==> config.mk <==
export PLATFORM = sky130hd
export DESIGN_NAME = uart_receiver
export DESIGN_NICKNAME = d
export VERILOG_FILES = /design/src/rtl/uart_pkg.sv /design/src/rtl/rx_sync.sv /design/src/rtl/uart_receiver.sv
export SDC_FILE = /design/constraint.sdc
export NUM_CORES = 1
export LEC_CHECK = 0
export ABC_CLOCK_PERIOD_IN_PS = 2100
export CORE_ASPECT_RATIO = 0.7
export CORE_MARGIN = 2
export CORE_UTILIZATION = 54
export CTS_CLUSTER_SIZE = 14
export DETAILED_ROUTE_END_ITERATION = 16
export PLACE_DENSITY = 0.77
export SYNTH_ARGS = -nofsm -noshare
export SYNTH_HDL_FRONTEND = slang
export SYNTH_SLANG_ARGS = --single-unit
==> constraint.sdc <==
create_clock -name i_clk -period 2.1 [get_ports i_clk]
set_input_delay 0.315 -clock i_clk [delete_from_list [all_inputs] [get_ports i_clk]]
set_output_delay 0.315 -clock i_clk [all_outputs]
set_load 0.05 [all_outputs]
==> src/rtl/uart_pkg.sv <==
// rtl/uart_pkg.sv - UART frame constants and receiver state encoding shared with the transmitter
package uart_pkg;

   localparam int DEFAULT_CLKS_PER_BIT = 8;
   localparam int DEFAULT_DATA_BITS    = 8;

   localparam logic startBit = 1'b0;
   localparam logic stopBit  = 1'b1;

   typedef enum logic [2:0] {
      S_IDLE,
      S_START,
      S_DATA,
      S_PARITY,
      S_STOP,
      S_BREAK
   } rx_state_t;

endpackage

==> src/rtl/rx_sync.sv <==
// rtl/rx_sync.sv - two-flop line synchronizer with registered falling-edge detect
module rx_sync (
   input  logic i_clk,
   input  logic i_reset,
   input  logic i_async,
   output logic o_sync,
   output logic o_fall
);

   logic meta;
   logic sync;
   logic prev;

   // Preset high so a released reset never looks like a start edge on an idle line.
   always_ff @(posedge i_clk) begin
      if (i_reset) begin
         meta <= 1'b1;
         sync <= 1'b1;
         prev <= 1'b1;
      end else begin
         meta <= i_async;
         sync <= meta;
         prev <= sync;
      end
   end

   assign o_sync = sync;
   assign o_fall = prev & ~sync;

endmodule

==> src/rtl/uart_receiver.sv <==
// rtl/uart_receiver.sv - oversampling UART receive FSM: start/data/parity/stop recovery and byte strobe
import uart_pkg::*;

module uart_receiver #(
   parameter int CLKS_PER_BIT = DEFAULT_CLKS_PER_BIT,
   parameter int DATA_BITS    = DEFAULT_DATA_BITS,
   parameter int PARITY_ODD   = 0
) (
   input  logic                 i_clk,
   input  logic                 i_reset,
   input  logic                 i_rxdata,
   output logic [DATA_BITS-1:0] o_dataout,
   output logic                 o_rxdone,
   output logic                 o_parityerr,
   output logic                 o_frameerr,
   output logic                 o_busy
);

   localparam int CW = $clog2(CLKS_PER_BIT);
   localparam int BW = $clog2(DATA_BITS);
   localparam logic [CW-1:0] HALF     = CW'(CLKS_PER_BIT / 2);
   localparam logic [CW-1:0] LAST_CNT = CW'(CLKS_PER_BIT - 1);
   localparam logic [BW-1:0] LAST_BIT = BW'(DATA_BITS - 1);
   localparam logic          ODD      = (PARITY_ODD != 0);

   rx_state_t state;
   rx_state_t next_state;

   logic                 sync;
   logic                 fall;
   logic                 tick;
   logic [CW-1:0]        sample_cnt;
   logic [BW-1:0]        bit_cnt;
   logic [DATA_BITS-1:0] shift;
   logic                 parity_err;

   rx_sync u_sync (
      .i_clk   (i_clk),
      .i_reset (i_reset),
      .i_async (i_rxdata),
      .o_sync  (sync),
      .o_fall  (fall)
   );

   // Start bit is checked mid-bit; every later sample lands one full bit period after the previous.
   always_comb begin
      tick = 1'b0;
      if (state == S_START) tick = (sample_cnt == HALF);
      else                  tick = (sample_cnt == LAST_CNT);
   end

   always_ff @(posedge i_clk) begin
      if (i_reset) state <= S_IDLE;
      else         state <= next_state;
   end

   always_comb begin
      next_state = state;
      unique case (state)
         S_IDLE:   if (fall) next_state = S_START;
         S_START:  if (tick) next_state = (sync == startBit) ? S_DATA : S_IDLE;
         S_DATA:   if (tick && bit_cnt == LAST_BIT) next_state = S_PARITY;
         S_PARITY: if (tick) next_state = S_STOP;
         S_STOP:   if (tick) next_state = (sync == stopBit) ? S_IDLE : S_BREAK;
         S_BREAK:  if (sync) next_state = S_IDLE;
         default:  next_state = S_IDLE;
      endcase
   end

   always_comb begin
      o_busy = (state != S_IDLE);
   end

   always_ff @(posedge i_clk) begin
      if (i_reset) begin
         sample_cnt  <= '0;
         bit_cnt     <= '0;
         shift       <= '0;
         parity_err  <= 1'b0;
         o_dataout   <= '0;
         o_rxdone    <= 1'b0;
         o_parityerr <= 1'b0;
         o_frameerr  <= 1'b0;
      end else begin
         o_rxdone <= 1'b0;

         // The edge cycle itself counts as sample 0, so the counter starts at 1 on leaving IDLE.
         if (state == S_IDLE)  sample_cnt <= fall ? CW'(1) : '0;
         else if (tick)        sample_cnt <= '0;
         else                  sample_cnt <= sample_cnt + 1'b1;

         if (state == S_IDLE || (state == S_START && tick)) begin
            bit_cnt <= '0;
         end else if (state == S_DATA && tick) begin
            bit_cnt <= bit_cnt + 1'b1;
            shift   <= {sync, shift[DATA_BITS-1:1]};
         end

         if (state == S_PARITY && tick) parity_err <= sync ^ (^shift) ^ ODD;

         if (state == S_STOP && tick) begin
            o_dataout   <= shift;
            o_parityerr <= parity_err;
            o_frameerr  <= (sync != stopBit);
            o_rxdone    <= 1'b1;
         end
      end
   end

endmodule
Word level (Yosys, flattened, before mapping). Cells that the tools add are included.

Output and inout port bits: 12. Bits in registers: 32. Input port bits: 3.

$add $sub $neg: 2. Mux-type cells: 14. Reductions and logical operators: 12. Eq/ne operators: 14. Bitwise operators: 4.

Operator list (count): 3-bit 2-to-1 mux (9); 3-bit case mux with 6 select lines (1); 3-bit == test, second input constant (5); 2-bit inequality test, second input constant (5); 8-bit parity (1); 3-bit by 1-bit adder with 3-bit output, second input constant (2); 3-bit by 2-bit == test with 1-bit output, second input constant (2); 6-bit AND reduction (1); 1-bit logical AND (5); 3-bit by 1-bit == test with 1-bit output, second input constant (1); 3-bit zero test (1); 1-bit 2-to-1 mux (3); 3-bit nonzero test (1); 2-bit 2-to-1 mux (1); 2-bit by 1-bit inequality test with 1-bit output, second input constant (1); 1-bit inverter (2); 2-bit AND reduction (1); 2-bit OR reduction (1); 1-bit bitwise AND (1); 1-bit logical OR (1); 1-bit XOR (1).

Depth between registers and ports, before layout. Gate-level depths: netlist (run 1).

Depth after elaboration: 6. Mapped depth: 6. Mapped depth without buffers: 5.

Hierarchy. Synthesis (run 1) repeated with hierarchy kept, for this count alone.

Cells, all modules: 141. Area, all modules: 1386.3 um^2.

Modules (own cells, without submodules): uart_receiver (area an instance 1301.2 um^2, seq. area each 580.6 um^2, cells an instance 134, instances 1); rx_sync (area an instance 85.1 um^2, seq. area each 60.1 um^2, cells an instance 7, instances 1).

Worst setup path before layout (run 1). No wires, ideal clock.

Path type: register to register. Start: reg state[2]. End: reg state[1]. Period minus slack after synthesis: 1.464 ns. Setup time: 0.125 ns. Slack: 0.636 ns. Data required time: 1.975 ns. Buffers on the path: 1. Stages on the path, launching flop included: 6. Arrival time: 1.339 ns. Cells stage by stage: dfxtp_1 -> buf_6 -> or4_1 -> a21oi_1 -> mux2i_1 -> nor3_2.

Word-level cells in the longest chain between the ends: 5. Elaborated cells on any way between the ends: 16. Those cells by class: eq/ne (11); mux (2); reduce/logical (3).

Ends and longest elaborated chain: start: declaration (line uart_receiver.sv:26) `rx_state_t state;`; start signal: assignment (line uart_receiver.sv:54) `else state <= next_state;`; 3-bit by 1-bit == test with 1-bit output (line uart_receiver.sv:48, uart_receiver.sv:59); 1-bit 2-to-1 mux (line uart_receiver.sv:48) `if (state == S_START) tick = (sample_cnt == HALF);`; 1-bit logical AND (line uart_receiver.sv:62) `S_DATA: if (tick && bit_cnt == LAST_BIT) next_state = S_PARITY;`; 2-bit inequality test (no line); 6-bit AND reduction (no line).

Several ways; a longest one is shown, not always the timed one. A chain may end at the register's enable or synchronous reset.

Final worst setup path (run 1).
Start: reg o_dataout[2]. End: out o_dataout[2].

RTL lines: start: declaration (line uart_receiver.sv:12) `output logic [DATA_BITS-1:0] o_dataout,`; start signal: assignment (line uart_receiver.sv:102) `o_dataout <= shift;`.

No word-level cell between the ends.

==> results of run 1 <==
## final timing paths
check,from,endpoint
setup / recovery,o_dataout[2]$_SDFFE_PP0P_,o_dataout[2]
hold / removal,u_sync.meta$_SDFF_PP1_,u_sync.o_sync$_SDFF_PP1_
setup reg to reg,state[2]$_SDFFE_PP0P_,o_dataout[0]$_SDFFE_PP0P_
hold reg to reg,u_sync.meta$_SDFF_PP1_,u_sync.o_sync$_SDFF_PP1_
## cell usage after synthesis
cell        n
a211oi_1    1
a21oi_1     2
a2bb2oi_1   1
a32oi_1     1
and2_1      1
and2b_4     1
and3_1      4
buf_2       2
buf_4       2
buf_6       1
clkbuf_1    3
dfxtp_1    32
ha_1        3
inv_1       3
inv_2       2
mux2i_1    22
nand2_1     3
nand3_1     3
nand3b_1    1
nand4_1     1
nor2_1     27
nor3_1      2
nor3_2      1
nor4_2      2
o211ai_1    2
o21a_1      1
o21ai_0     3
o21ai_1     1
o22ai_1     1
or2_1       2
or2_2       1
or3_1       1
or3b_1      1
or4_1       1
or4b_1      1
xnor2_1     4
xnor3_1     1
xor2_1      3
## power by group through the flow
| stage | sequential (µW) | combinational, µW | clock [µW] |
|---|---|---|---|
| floorplan | 650 | 123 | 0 |
| global placement | 670 | 136 | 0 |
| detailed placement | 671 | 140 | 0 |
| CTS | 658 | 140 | 585 |
| global route | 663 | 153 | 609 |
| finish | 659 | 139 | 571 |
## per-layer routing
metal | share of wire (%) | wire (µm) | vias up | GRT usage (%)
met5 | 0 | 0 | - | 0
met2 | 46 | 1180 | 30 | 32.2
met4 | 1.9 | 48 | 0 | 11.3
met3 | 5.2 | 135 | 6 | 5.04
li1 | - | - | 531 | -
met1 | 47 | 1210 | 499 | 23.6
## area by class of cell
| class | count | area, µm² |
|---|---|---|
| Fill cell | 192 | 788 |
| Multi-Input combinational cell | 99 | 704 |
| Sequential cell | 32 | 641 |
| Timing Repair Buffer | 19 | 175 |
| Clock buffer | 6 | 72.6 |
| Tap cell | 34 | 42.5 |
| Clock inverter | 2 | 35.0 |
| Inverter | 5 | 18.8 |
## stage by stage
step / setup slack [ns] / instances / area [µm²] / utilization, % / hold slack, ns
after CTS: 0.343 / 197 / 1690 / 68.2 / 0.409
after global routing: 0.305 / 197 / 1690 / 68.2 / 0.428
after global placement: 0.491 / 189 / 1580 / 63.8 / 0.392
after detailed placement: 0.443 / 189 / 1580 / 63.8 / 0.393
final: 0.353 / 197 / 1690 / 68.2 / 0.411
after floorplan: 0.636 / 144 / 1410 / - / 0.383
## kinds of logic after synthesis
| kind of cell | after synthesis |
|---|---|
| flip-flops | 32 |
| AND/OR/NAND/NOR | 53 |
| adder cells (fa/ha/maj) | 3 |
| XOR/XNOR | 8 |
| buffers and inverters | 13 |
| multiplexers | 22 |
| AO/OA/AOI/OAI | 13 |
## flip-flops by register name, summed over array words and instances (netlist names)
name           count
bit_cnt            3
o_dataout          8
o_frameerr         1
o_parityerr        1
o_rxdone           1
parity_err         1
sample_cnt         3
shift              8
state              3
u_sync.meta        1
u_sync.o_sync      1
u_sync.prev        1
==> reports/qor.csv, run 1 <==
metric,value,unit
grt_max_degree,14,
cts_tree,built,
p_seq_share,48.1,%
dieArea,0.00305,mm²
ctsResizeCount,0,
fin_crit_sh,83.2,%
grt_pass1_vias,959,
p_sw_share,24.6,%
grt_antenna_before_repair,0,
slowest_delay,0.81,ns
yosysWarnings,0,
ff2ff_setup_slack,0.43,ns
fin_worst_skew,0.00949,ns
critPathBufInv,1,
combPwrFrac,10.2,%
drive_gt1_share,12.3,%
cpMaxStageDelayCell,clkdlybuf4s50_1,
clock_latency,0.28,ns
drv_slew,0,
syn-num-nets,150,
vias_per_cell,5.41,
power,1370,µW
setup-tns-final,0,ns
first_pass_iters,4,
synth_top_family_by_area,simple AND/OR/NAND/NOR gates,
gp_congestion,0.772,
diodes,0,
drtAntennaViolNets,0,
hold_buffers,0,
synth.cell_area,0.00141,mm²
final_common_cell,dfxtp_1,
fmax,0.572,GHz
synth_compound_area_share,5.94,%
synth_top_cell_by_area,dfxtp_1,
critPathRequiredTime,1.78,ns
rsz0062_at_grt,no,
maxSlewHeadroom,66.4,%
vias,1066,
start_util,57.0,%
path_cells,clkdlybuf4s50_1,
cts_buffers,5,
root_buffer,clkbuf_8,
cts_max_level,2,
finalSetupViolations,0,
ys_seq_area_share,45.4,%
arrival,1.43,ns
worst_pin_slew,0.502,ns
synth.top_cell.area_share,45.4,%
final-hold-violation-count,0,
p_leak,0.000642,µW
synth_seq_cells,32,
port_buffers,14,
peakVddDrop,0.000628,V
totalWireLength,2570,µm
drtIter0Drc,48,
min_path_type,reg2reg,
ios,15,
max_cap_violations,0,
fin_crit,1.75,ns
power.density,811,mW/mm²
worstSetupStartpointType,flip-flop,
rows,15,
hold_depth,1,
outcome,finished clean,
mostFrequentLayoutCells,"32 x dfxtp_1, 27 x nor2_1, 22 x mux2i_1",
clkPwrFrac,41.7,%
switchingPower,337,µW
grt_pass1_wl,4240,µm
synth_area_per_cell,9.80,µm²
synthXorXnorAreaFrac,5.94,%
cts.clk_slew.worst_paths,0.07,ns
coreArea,0.00248,mm²
synth_cell_types,38,
synth_area_leaders,"dfxtp_1 45%, mux2i_1 16%, nor2_1 7.2%",
drc_errors,0,
clock-sinks,32,
internal-power,1030,µW
overflow,0,
grtUsageTotal,19.3,%
synthAdderAreaFrac,2.66,%
synthSimpleGateAreaFrac,19.8,%
cpLargestDelayFamily,buffers and inverters,
wire_per_inst,13.1,µm
area_growth,19.7,%
die_w,65.1,µm
hpwl,1860,µm
reg2regPathDepth,5,
synth.mux.area_fraction,15.6,%
critPathMaxFanout,2,
cts.path.max_buffers,2,
path_depth,1,
fp.dieH,46.8,µm
path_class,reg2out,
cts_setup_buffers,0,
postSynthCellCount,144,
cp-end-kind,output pin,
nets,168,
(Power assumes the default switching activity.)
==> inputs of run 2 (changes only) <==
--- a/config.mk
+++ b/config.mk
@@ -5,13 +5,13 @@
 export SDC_FILE = /design/constraint.sdc
 export NUM_CORES = 1
 export LEC_CHECK = 0
-export ABC_CLOCK_PERIOD_IN_PS = 2100
+export ABC_CLOCK_PERIOD_IN_PS = 1500
 export CORE_ASPECT_RATIO = 0.7
 export CORE_MARGIN = 2
-export CORE_UTILIZATION = 54
+export CORE_UTILIZATION = 49
 export CTS_CLUSTER_SIZE = 14
 export DETAILED_ROUTE_END_ITERATION = 16
-export PLACE_DENSITY = 0.77
+export PLACE_DENSITY = 0.73
 export SYNTH_ARGS = -nofsm -noshare
 export SYNTH_HDL_FRONTEND = slang
 export SYNTH_SLANG_ARGS = --single-unit
==> constraint.sdc (replaced) <==
create_clock -name i_clk -period 1.5 [get_ports i_clk]
set_input_delay 0.225 -clock i_clk [delete_from_list [all_inputs] [get_ports i_clk]]
set_output_delay 0.225 -clock i_clk [all_outputs]
set_load 0.05 [all_outputs]
==> run 2 against run 1 <==
Worst setup slack worse by 0.33 ns. Global-route usage is 0.18 points lower. Critical path depth is 3 higher. Largest cell class unchanged. Clock power is 56% higher. Wire length is 12% higher. Final cell count is 5.6% higher. Die area is 9.4% higher. Count of clock-buffer cells in the layout is 1 higher.
==> reports/qor.csv, run 2 (synthesis gave the netlist of run 1 again) <==
metric,value,unit
coreArea,0.00276,mm²
final-hold-violation-count,0,
nets,177,
cts_tree,built,
min_to,u_sync.o_sync$_SDFF_PP1_,
drive_gt1_share,30.8,%
cts_max_level,2,
r2r-end,state[1]$_SDFFE_PP0P_,
clkPwrFrac,42.5,%
final.fill_count,207,
hpwl,2000,µm
slowest_delay,0.53,ns
power,2090,µW
finalSetupViolations,0,
wire_per_inst,13.8,µm
internal-power,1590,µW
max_cap_violations,0,
diodes,0,
cpLargestDelayFamily,simple AND/OR/NAND/NOR gates,
post_dp_cell_area,0.00164,mm²
cts_setup_buffers,0,
cts.path.max_buffers,2,
peakVddDrop,0.000746,V
switchingPower,498,µW
drtIter0Drc,52,
critPathBufInv,0,
p_seq_share,43.4,%
reg2regPathDepth,4,
combPwrFrac,14.2,%
dieArea,0.00333,mm²
port_buffers,14,
p_leak,0.000729,µW
gp_congestion,0.882,
drtAntennaViolNets,0,
grtUsageTotal,19.1,%
grt_pass1_vias,1061,
fin_crit,1.48,ns
vias,1094,
cts_buffers,5,
power.density,1150,mW/mm²
worstSetupStartpointType,flip-flop,
first_pass_iters,5,
rsz0062_at_grt,yes,
overflow,0,
maxSlewHeadroom,83.3,%
ff2ff_setup_slack,0.02,ns
cpMaxStageDelayCell,or4_1,
worst_pin_slew,0.248,ns
fin_area,0.00181,mm²
clock_latency,0.28,ns
cts.clk_slew.worst_paths,0.06,ns
start_util,51.1,%
clock-sinks,32,
critPathMaxFanout,8,
mostFrequentLayoutCells,"27 x nor2_1, 25 x dfxtp_1, 23 x buf_4",
fin_ws,0.0185,ns
vias_per_cell,5.26,
min_path_type,reg2reg,
die_w,68.1,µm
critPathRequiredTime,1.67,ns
grt_max_degree,15,
grt_pass1_wl,4640,µm
cp-end-kind,flip-flop,
hold_depth,1,
area_growth,28.5,%
path_class,reg2reg,
post-place-ws,-0.0449,ns
rows,16,
fp.dieH,48.9,µm
totalWireLength,2880,µm
worstReg2RegStart,state[1]$_SDFFE_PP0P_,
final_common_cell,nor2_1,
outcome,finished clean,
p_sw_share,23.8,%
arrival,1.65,ns
hold_start,u_sync.meta$_SDFF_PP1_,
reg.largest.list,"o_dataout (8), shift (8)",
ios,15,
fin_crit_sh,98.8,%
grt_antenna_before_repair,0,
whs,0.423,ns
drv_slew,0,
drc_errors,0,
root_buffer,clkbuf_8,
fmax,0.675,GHz
path_cells,"or4_1, a21oi_2, mux2i_1, nor3_2",
fin_worst_skew,0.00543,ns
-- run 2: cell count changes in the layout (fill, tap and decap cells not counted), moves of 2 or more --
cell | previous run | this run
buf_4 | 6 | 23
clkdlybuf4s50_1 | 13 | 2
dfxtp_1 | 32 | 25
dfxtp_2 | 0 | 4
dfxtp_4 | 0 | 3
buf_6 | 0 | 2
clkbuf_8 | 5 | 7
-- run 2: metrics by stage --
step	TNS [ns]	instances	util, %
2_1_floorplan	0	144	-
3_3_place_gp	-0.0551	200	59.2
3_5_place_dp	-0.207	200	59.2
4_1_cts	0	208	64.7
5_1_grt	-0.0144	208	65.7
6_report	0	208	65.7
-- run 2: worst max-delay path by stage --
stage | startpoint | end | slack [ns] | cells after the start
CTS | sample_cnt[2]$_SDFF_PP0_ | parity_err$_SDFFE_PP0P_ | 0.01 | 4
floorplan | state[2]$_SDFFE_PP0P_ | state[1]$_SDFFE_PP0P_ | 0.04 | 5
detailed placement | sample_cnt[0]$_SDFF_PP0_ | parity_err$_SDFFE_PP0P_ | -0.04 | 4
finish | state[1]$_SDFFE_PP0P_ | state[1]$_SDFFE_PP0P_ | 0.02 | 4
global placement | sample_cnt[2]$_SDFF_PP0_ | sample_cnt[1]$_SDFF_PP0_ | -0.02 | 4
global route | sample_cnt[2]$_SDFF_PP0_ | parity_err$_SDFFE_PP0P_ | -0.01 | 4
-- run 2: final cells by class --
type / count / area [µm²] / share of cell area (%)
clock buffers: 7 / 96.3 / 5.31
multi-input cells: 99 / 732 / 40.3
well taps: 36 / 45.0 / 2.48
flip-flops and latches: 32 / 657 / 36.2
inverters: 5 / 18.8 / 1.03
clock inverters: 1 / 30.0 / 1.66
repair buffers: 28 / 235 / 13.0
-- run 2: worst register-to-register path, stage by stage, from the launching register on --
cell     delay [ns]
dfxtp_4        0.38
or4_1          0.53
a21oi_2        0.17
mux2i_1        0.25
nor3_2         0.05
-- run 2: what timing repair did --
| action | CTS | global route |
|---|---|---|
| pin swaps | 0 | 3 |
| resized for setup | 7 | 11 |
| endpoints found under the setup margin | 19 | 27 |
| hold buffers | 0 | 0 |
-- run 2: layer usage --
metal,part of all wire [%],vias to the layer above,track usage (%),wire [µm]
met5,0,-,0,0
met4,1.3,0,7.00,38
met3,4.0,4,7.62,114
met2,50,30,30.7,1440
met1,45,511,22.7,1290
li1,-,549,-,-
-- run 2: power by group through the flow --
| stage | combinational (µW) | sequential [µW] | clock, µW |
|---|---|---|---|
| 2_1_floorplan | 173 | 910 | 0 |
| 3_3_place_gp | 254 | 921 | 0 |
| 3_5_place_dp | 262 | 923 | 0 |
| 4_1_cts | 280 | 906 | 903 |
| 5_1_grt | 315 | 911 | 952 |
| 6_report | 297 | 907 | 888 |
